File: config.mk
export PLATFORM = sky130hd
export DESIGN_NAME = mod_recon_dp
export DESIGN_NICKNAME = d
export VERILOG_FILES = /design/src/rtl/mod_recon_dp.sv
export SDC_FILE = /design/constraint.sdc
export NUM_CORES = 1
export LEC_CHECK = 0
export ABC_AREA = 1
export CORE_ASPECT_RATIO = 0.8
export CORE_MARGIN = 3
export CORE_UTILIZATION = 40
export CTS_BUF_LIST = sky130_fd_sc_hd__clkbuf_4 sky130_fd_sc_hd__clkbuf_8
export DETAILED_ROUTE_END_ITERATION = 12
export GPL_TIMING_DRIVEN = 0
export PLACE_DENSITY = 0.65
export RECOVER_POWER = 100
export SLEW_MARGIN = 5
export SYNTH_ARGS = -nofsm -noshare
export SYNTH_HDL_FRONTEND = slang
export SYNTH_SLANG_ARGS = --single-unit
export TNS_END_PERCENT = 10
File: constraint.sdc
create_clock -name clk -period 3.25 [get_ports clk]
set_input_delay 0.65 -clock clk [delete_from_list [all_inputs] [get_ports clk]]
set_output_delay 0.65 -clock clk [all_outputs]
set_load 0.05 [all_outputs]
File: src/rtl/mod_recon_dp.sv
// mod_recon_dp -- sequential reconstruction datapath (inverse of the modulo unit).
// Rebuilds dividend = Q*B + R with one shift-and-add step per clock, WIDTH steps
// per operation. It uses the same start/done handshake as the modulo datapath, so
// a single controller can drive either unit.
//
// Ports:
//   clk       rising-edge clock
//   reset     asynchronous, active-low reset
//   start     request, sampled only while idle
//   Q, B, R   quotient (multiplier), divisor (multiplicand), remainder (addend)
//   result    low WIDTH bits of Q*B+R (registered, held until next op completes)
//   result_hi high WIDTH bits of Q*B+R
//   overflow  result_hi != 0
//   busy      high while running or completing
//   done      one-cycle pulse, result valid
module mod_recon_dp #(
  parameter int WIDTH = 32
) (
  input  logic             clk,
  input  logic             reset,
  input  logic             start,
  input  logic [WIDTH-1:0] Q,
  input  logic [WIDTH-1:0] B,
  input  logic [WIDTH-1:0] R,
  output logic [WIDTH-1:0] result,
  output logic [WIDTH-1:0] result_hi,
  output logic             overflow,
  output logic             busy,
  output logic             done
);

  localparam int CW = (WIDTH > 2) ? $clog2(WIDTH) : 1;

  localparam logic [1:0] S_IDLE = 2'd0;
  localparam logic [1:0] S_RUN  = 2'd1;
  localparam logic [1:0] S_DONE = 2'd2;

  logic [1:0]         r_state;
  logic [2*WIDTH-1:0] r_acc;
  logic [2*WIDTH-1:0] r_mcand;
  logic [WIDTH-1:0]   r_mplier;
  logic [CW-1:0]      r_cnt;
  logic [WIDTH-1:0]   r_result;
  logic [WIDTH-1:0]   r_result_hi;
  logic               r_overflow;

  // Accumulator value after the current step; also feeds the result registers
  // on the final step so they are valid in the same cycle done rises.
  logic [2*WIDTH-1:0] w_acc_nxt;
  assign w_acc_nxt = r_mplier[0] ? (r_acc + r_mcand) : r_acc;

  always_ff @(posedge clk or negedge reset) begin
    if (!reset) begin
      r_state     <= S_IDLE;
      r_acc       <= '0;
      r_mcand     <= '0;
      r_mplier    <= '0;
      r_cnt       <= '0;
      r_result    <= '0;
      r_result_hi <= '0;
      r_overflow  <= 1'b0;
    end else begin
      case (r_state)
        S_IDLE: begin
          if (start) begin
            r_acc    <= {{WIDTH{1'b0}}, R};
            r_mcand  <= {{WIDTH{1'b0}}, B};
            r_mplier <= Q;
            r_cnt    <= '0;
            r_state  <= S_RUN;
          end
        end
        S_RUN: begin
          r_acc    <= w_acc_nxt;
          r_mcand  <= r_mcand << 1;
          r_mplier <= r_mplier >> 1;
          r_cnt    <= r_cnt + CW'(1);
          // Fixed latency: always WIDTH steps, even if the multiplier runs out early.
          if (r_cnt == CW'(WIDTH - 1)) begin
            r_state     <= S_DONE;
            r_result    <= w_acc_nxt[WIDTH-1:0];
            r_result_hi <= w_acc_nxt[2*WIDTH-1:WIDTH];
            r_overflow  <= |w_acc_nxt[2*WIDTH-1:WIDTH];
          end
        end
        S_DONE:  r_state <= S_IDLE;
        default: r_state <= S_IDLE;
      endcase
    end
  end

  assign result    = r_result;
  assign result_hi = r_result_hi;
  assign overflow  = r_overflow;
  assign busy      = (r_state == S_RUN) || (r_state == S_DONE);
  assign done      = (r_state == S_DONE);

endmodule

Word-level counts from Yosys, hierarchy flattened --
Cells that the tools add are included.
Operators by class: equality and inequality tests 5, reductions and logical operators 7, muxes and demuxes 12, $add $sub $neg 2
Operator list (count):
- $pmux 64 s2 | 2
- $mux 64 | 3
- $add 64x64->64 | 1
- $pmux 32 s2 | 1
- $mux 32 | 1
- $reduce_or 32->1 | 1
- $pmux 5 s2 | 1
- $reduce_and 2->1 | 3
- $add 5x1->5 const B | 1
- $eq 5x5->1 const B | 1
- $mux 5 | 1
- $mux 2 | 2
- $ne 2x2->1 const B | 2
- $pmux 2 s2 | 1
- $eq 2x1->1 const B | 1
- $eq 2x2->1 const B | 1
- $logic_not 2->1 | 1
- $reduce_bool 2->1 | 1
- $logic_or 1x1->1 | 1
Word-level totals: input port bits 99, register bits after elaboration 232

Depth between registers and ports, before layout --
depth after elaboration 3, mapped depth 21

Least setup slack after synthesis --
No wires, ideal clock.
path type reg-to-reg, start register r_acc[0], end register r_overflow (netlist: overflow), setup time 0.122 ns, period minus slack after synthesis 2.333 ns, stages on the path, launching flop included 21, data arrival time 2.211 ns, path slack 0.917 ns, required time 3.128 ns, path through dfrtp_1 ha_1 fa_1 nand3_1 nand3_2 nand2_1 nand2_1 nand2_1 nand2_2 nand2_1 nand2_1 nand2_1 nand2_1 nand2_1 nand3_1 nand2_1 nand2_1 nor2_1 nand2_1 nor2_1 a21oi_1
On the way: word-level cells in the longest chain between the ends 3
RTL lines:
- start, declared | RTL line 39 | logic [2*WIDTH-1:0] r_acc;
- start signal, assigned | RTL line 66 | r_acc <= {{WIDTH{1'b0}}, R};
- start signal, assigned | RTL line 74 | r_acc <= w_acc_nxt;
- $add 64x64->64 | RTL line 50 | assign w_acc_nxt = r_mplier[0] ? (r_acc + r_mcand) : r_acc;
- $mux 64 | RTL line 50
- $reduce_or 32->1 | RTL line 83 | r_overflow <= |w_acc_nxt[2*WIDTH-1:WIDTH];
- end signal, assigned | RTL line 83
- end, declared | RTL line 45 | logic r_overflow;
No other way between the ends. A chain may end at the register's enable or synchronous reset.

Worst setup path after layout --
start register r_cnt[0], end register r_result_hi[23] (netlist: result_hi[23])
On the way: word-level cells in the longest chain between the ends 2
RTL lines:
- start, declared | RTL line 42 | logic [CW-1:0] r_cnt;
- start signal, assigned | RTL line 77 | r_cnt <= r_cnt + CW'(1);
- $eq 5x5->1 | RTL line 79 | if (r_cnt == CW'(WIDTH - 1)) begin
- $reduce_and 2->1 (no source line)
- end signal, assigned | RTL line 82 | r_result_hi <= w_acc_nxt[2*WIDTH-1:WIDTH];
- end, declared | RTL line 44 | logic [WIDTH-1:0] r_result_hi;
No other way between the ends.

==> flow_metrics.env <==
export IMPL_cp_slowest_cell="clkbuf_1"
export IMPL_synth_top_family_by_area="simple AND/OR/NAND/NOR gates"
export IMPL_synthSimpleGateAreaFrac=0.326
export IMPL_hold_viol_final=0
export IMPL_globalplace_congestion=1.01
export IMPL_tritoncts="done"
export IMPL_gr_usage_all_layers=0.285
export IMPL_yosys_area_share_xor_xnor=0.0172
export IMPL_synth_avg_cell_area_um2=6.64
export IMPL_worstPathArrival_ps=3620
export IMPL_grt_max_degree=109
export IMPL_post_dp_cell_area_mm2=0.0181
export IMPL_worst_slack_ps=97.5
export IMPL_yosys_cell_types_count=35
export IMPL_ys_ff_latch=232
export IMPL_synth_adder_area_share=0.0553
export IMPL_synth_compound_area_frac=0.117
export IMPL_slew_violations=0
export IMPL_synthTopCellsByArea="dfrtp_1, nand2_1, inv_1, ha_1, o21ai_0"
export IMPL_power_share_sequential=0.263
export IMPL_fin_cells=3146
export IMPL_fin_util=0.494
export IMPL_synth_edf_count=0
export IMPL_finalSetupViolations=0
export IMPL_initial_core_util=0.409
export IMPL_grt_pass1_wl_um=91900
export IMPL_rsz0062_at_grt="yes"
export IMPL_syn_nets=2542
export IMPL_multi_input_area_mm2=0.00817
export IMPL_pwr_share_clk=0.180
export IMPL_path_cells="ha_1, nand2_1, nor2_1, ha_1, nand2_1, clkbuf_2, clkbuf_1, nand2_1, o21ai_0"
export IMPL_final_net_count=2756
export IMPL_fmax_mhz=317
export IMPL_drt_iter0_drc=1510
export IMPL_p_leak_nw=9.90
export IMPL_regArea_mm2=0.00581
export IMPL_hp_class="reg -> reg"
export IMPL_path_buf_inv=2
export IMPL_cp_endpoint="result_hi[23]$_DFFE_PN0P_"
export IMPL_syn2layout_area_growth_pct=20.7
export IMPL_finalCritPeriodShare=0.970
export IMPL_postLayoutCellArea_mm2=0.0190
export IMPL_cpMostUsedCell="nand2_1"
export IMPL_path_depth=9
export IMPL_p_switching_mw=7.99
export IMPL_vias=16300
export IMPL_die_w_um=228
export IMPL_peakVddDrop_mv=0.502
export IMPL_rrSetupSlack_ps=100
export IMPL_yosys_warnings=0
export IMPL_r2r_start="r_cnt[0]$_DFFE_PN0P_"
export IMPL_finalWirelength_um=59600
export IMPL_die_y_um=184
export IMPL_combPwrFrac=0.557
export IMPL_p_total_mw=15.9
export IMPL_worst_path_max_fanout=11
export IMPL_first_pass_iters=5
export IMPL_nFillCells=3974
export IMPL_max_stage_delay_ps=720
export IMPL_cts_htree_levels=2
export IMPL_clk_insertion_delay_late_ps=590
export IMPL_yosysTopAreaCellShare=0.368
export IMPL_cts_buffers=41
export IMPL_rows=64
export IMPL_min_period_ps=3150
export IMPL_yosysSeqAreaShare=0.368
export IMPL_postRouteAntennaNets=0
export IMPL_io_buffers=165
export IMPL_cp_required_ps=3720
export IMPL_clkSinkCount=232
export IMPL_yosysMostFrequentCell="nand2_1"
export IMPL_die_area_mm2=0.0418
export IMPL_grt_pass1_vias=15800
export IMPL_grt_overflow=0
export IMPL_core_mm2=0.0385
export IMPL_synth_area_mux_share=0
export IMPL_slew_headroom=0.0835
export IMPL_netlist_area_mm2=0.0158
export IMPL_preCtsSetupSlack_ps=-331
export IMPL_finClkSkew_ps=45.9
export IMPL_cp_top_family="buffers and inverters"
export IMPL_wl_per_cell_um=19.0
export IMPL_endpoint_kind="flop"
export IMPL_viasPerCell=5.17
export IMPL_synthesis_instances=2374
export IMPL_antenna_found_initial=0
export IMPL_ios=166
export IMPL_power_density_mw_per_mm2=835
export IMPL_drc=0
export IMPL_clockBufferDepth=3
export IMPL_synthArstFlopShare=1.00
export IMPL_dpl_hpwl_um=48100
export IMPL_crit_start="r_cnt[0]$_DFFE_PN0P_"
export IMPL_dp_cells=3069
export IMPL_rr_endpoint="result_hi[23]$_DFFE_PN0P_"
export IMPL_yosys_area_top_type="dfrtp_1"
export IMPL_tightest_slew_ps=1370
export IMPL_cts_reportedPaths_clkPinSlew_ps=60
export IMPL_p_int_mw=7.90
export IMPL_yosys_most_used_dff="dfrtp_1"
export IMPL_worst_setup_path_start_kind="flop"
export IMPL_rr_worst_depth=9
export IMPL_path_class="reg -> reg"
export IMPL_cap_violations=0
export IMPL_ctsRootBufferMaster="clkbuf_8"
export IMPL_drive_gt1_frac=0.0707
export IMPL_outcome="completed"
export IMPL_synth_top_cells_by_count="nand2_1, inv_1, dfrtp_1"
export IMPL_swShare=0.503
## layout make-up
type                    count  area share
clock buffers              66      0.0418
diodes                      1    0.000132
flip-flops and latches    232       0.305
plain buffers              71      0.0147
well taps                 528      0.0347
multi-input cells        1656       0.430
clock inverters             6     0.00250
inverters                 415      0.0819
repair buffers            171      0.0893
## tightest hold or removal path, delay by kind of cell, from the launching register on
family	cells	cell delay (ps)
DFF	1	340
and+or+nand+nor	2	110
## layer usage
| layer | share of wire | track usage | up-vias |
|---|---|---|---|
| li1 | - | - | 7837 |
| met2 | 0.39 | 0.404 | 613 |
| met1 | 0.49 | 0.440 | 7731 |
| met4 | 0.023 | 0.0681 | 0 |
| met3 | 0.089 | 0.0587 | 76 |
| met5 | 0 | 0 | - |
## worst min path at each step
stage	start	end	slack, ps	cells past startpoint
floorplan	reset	overflow$_DFFE_PN0P_	350	0
global placement	r_mplier[7]$_DFFE_PN0P_	r_mplier[7]$_DFFE_PN0P_	460	2
detailed placement	r_mplier[6]$_DFFE_PN0P_	r_mplier[6]$_DFFE_PN0P_	460	2
CTS	r_mplier[6]$_DFFE_PN0P_	r_mplier[6]$_DFFE_PN0P_	480	2
global route	r_mplier[23]$_DFFE_PN0P_	r_mplier[23]$_DFFE_PN0P_	500	2
finish	r_mplier[6]$_DFFE_PN0P_	r_mplier[6]$_DFFE_PN0P_	470	2
## power groups by stage
stage,Clock [mW],Combinational (mW),Sequential [mW]
2_1_floorplan,0,5.79,4.04
3_3_place_gp,0,8.44,4.19
3_5_place_dp,0,8.58,4.19
4_1_cts,2.92,8.63,4.16
5_1_grt,3.06,9.75,4.26
6_report,2.87,8.85,4.18
## sequential cells by signal, summed over array words and instances, names as in the netlist
name,cells
r_acc,64
r_mcand,64
r_mplier,32
result,32
result_hi,32
r_cnt,5
r_state,2
overflow,1
## cells by family after synthesis
logic type      after synthesis
simple gates               1246
fa+ha+maj                    69
flops                       232
buf+inv                     486
compound gates              310
xor+xnor                     31
## through the flow
stage               hold slack, ps  setup TNS, ps
floorplan                      354              0
global placement               457       -2011880
detailed placement             461          -3460
CTS                            475              0
global route                   501           -409
finish                         473              0
## placed cells by master (no fill, tap or decap), drive strengths merged, types with 2 or more instances in the layout
| cell | instances |
|---|---|
| clkinv | 5 |
| nand3b | 2 |
| nand3 | 120 |
| xor2 | 3 |
| nor2 | 130 |
| a22oi | 23 |
| xnor2 | 28 |
| inv | 415 |
| buf | 15 |
| dfrtp | 232 |
| nor3 | 19 |
| ha | 68 |
| clkdlybuf4s50 | 97 |
| o211ai | 38 |
| clkbuf | 128 |
| nand4 | 16 |
| nand2 | 958 |
| dlygate4sd3 | 68 |
| o21ai | 127 |
| o221ai | 11 |
| o22ai | 54 |
| o21bai | 4 |
| a21oi | 50 |
## repair_timing
| item | CTS | global route |
|---|---|---|
| endpoints found under the setup margin | 21 | 17 |
| pin swaps | 0 | 4 |
| resized for setup | 4 | 15 |
| hold buffers | 1 | 0 |
| buffers inserted | 0 | 3 |
| endpoints found under the hold margin | 52 | 0 |
(Power assumes the default switching activity.)
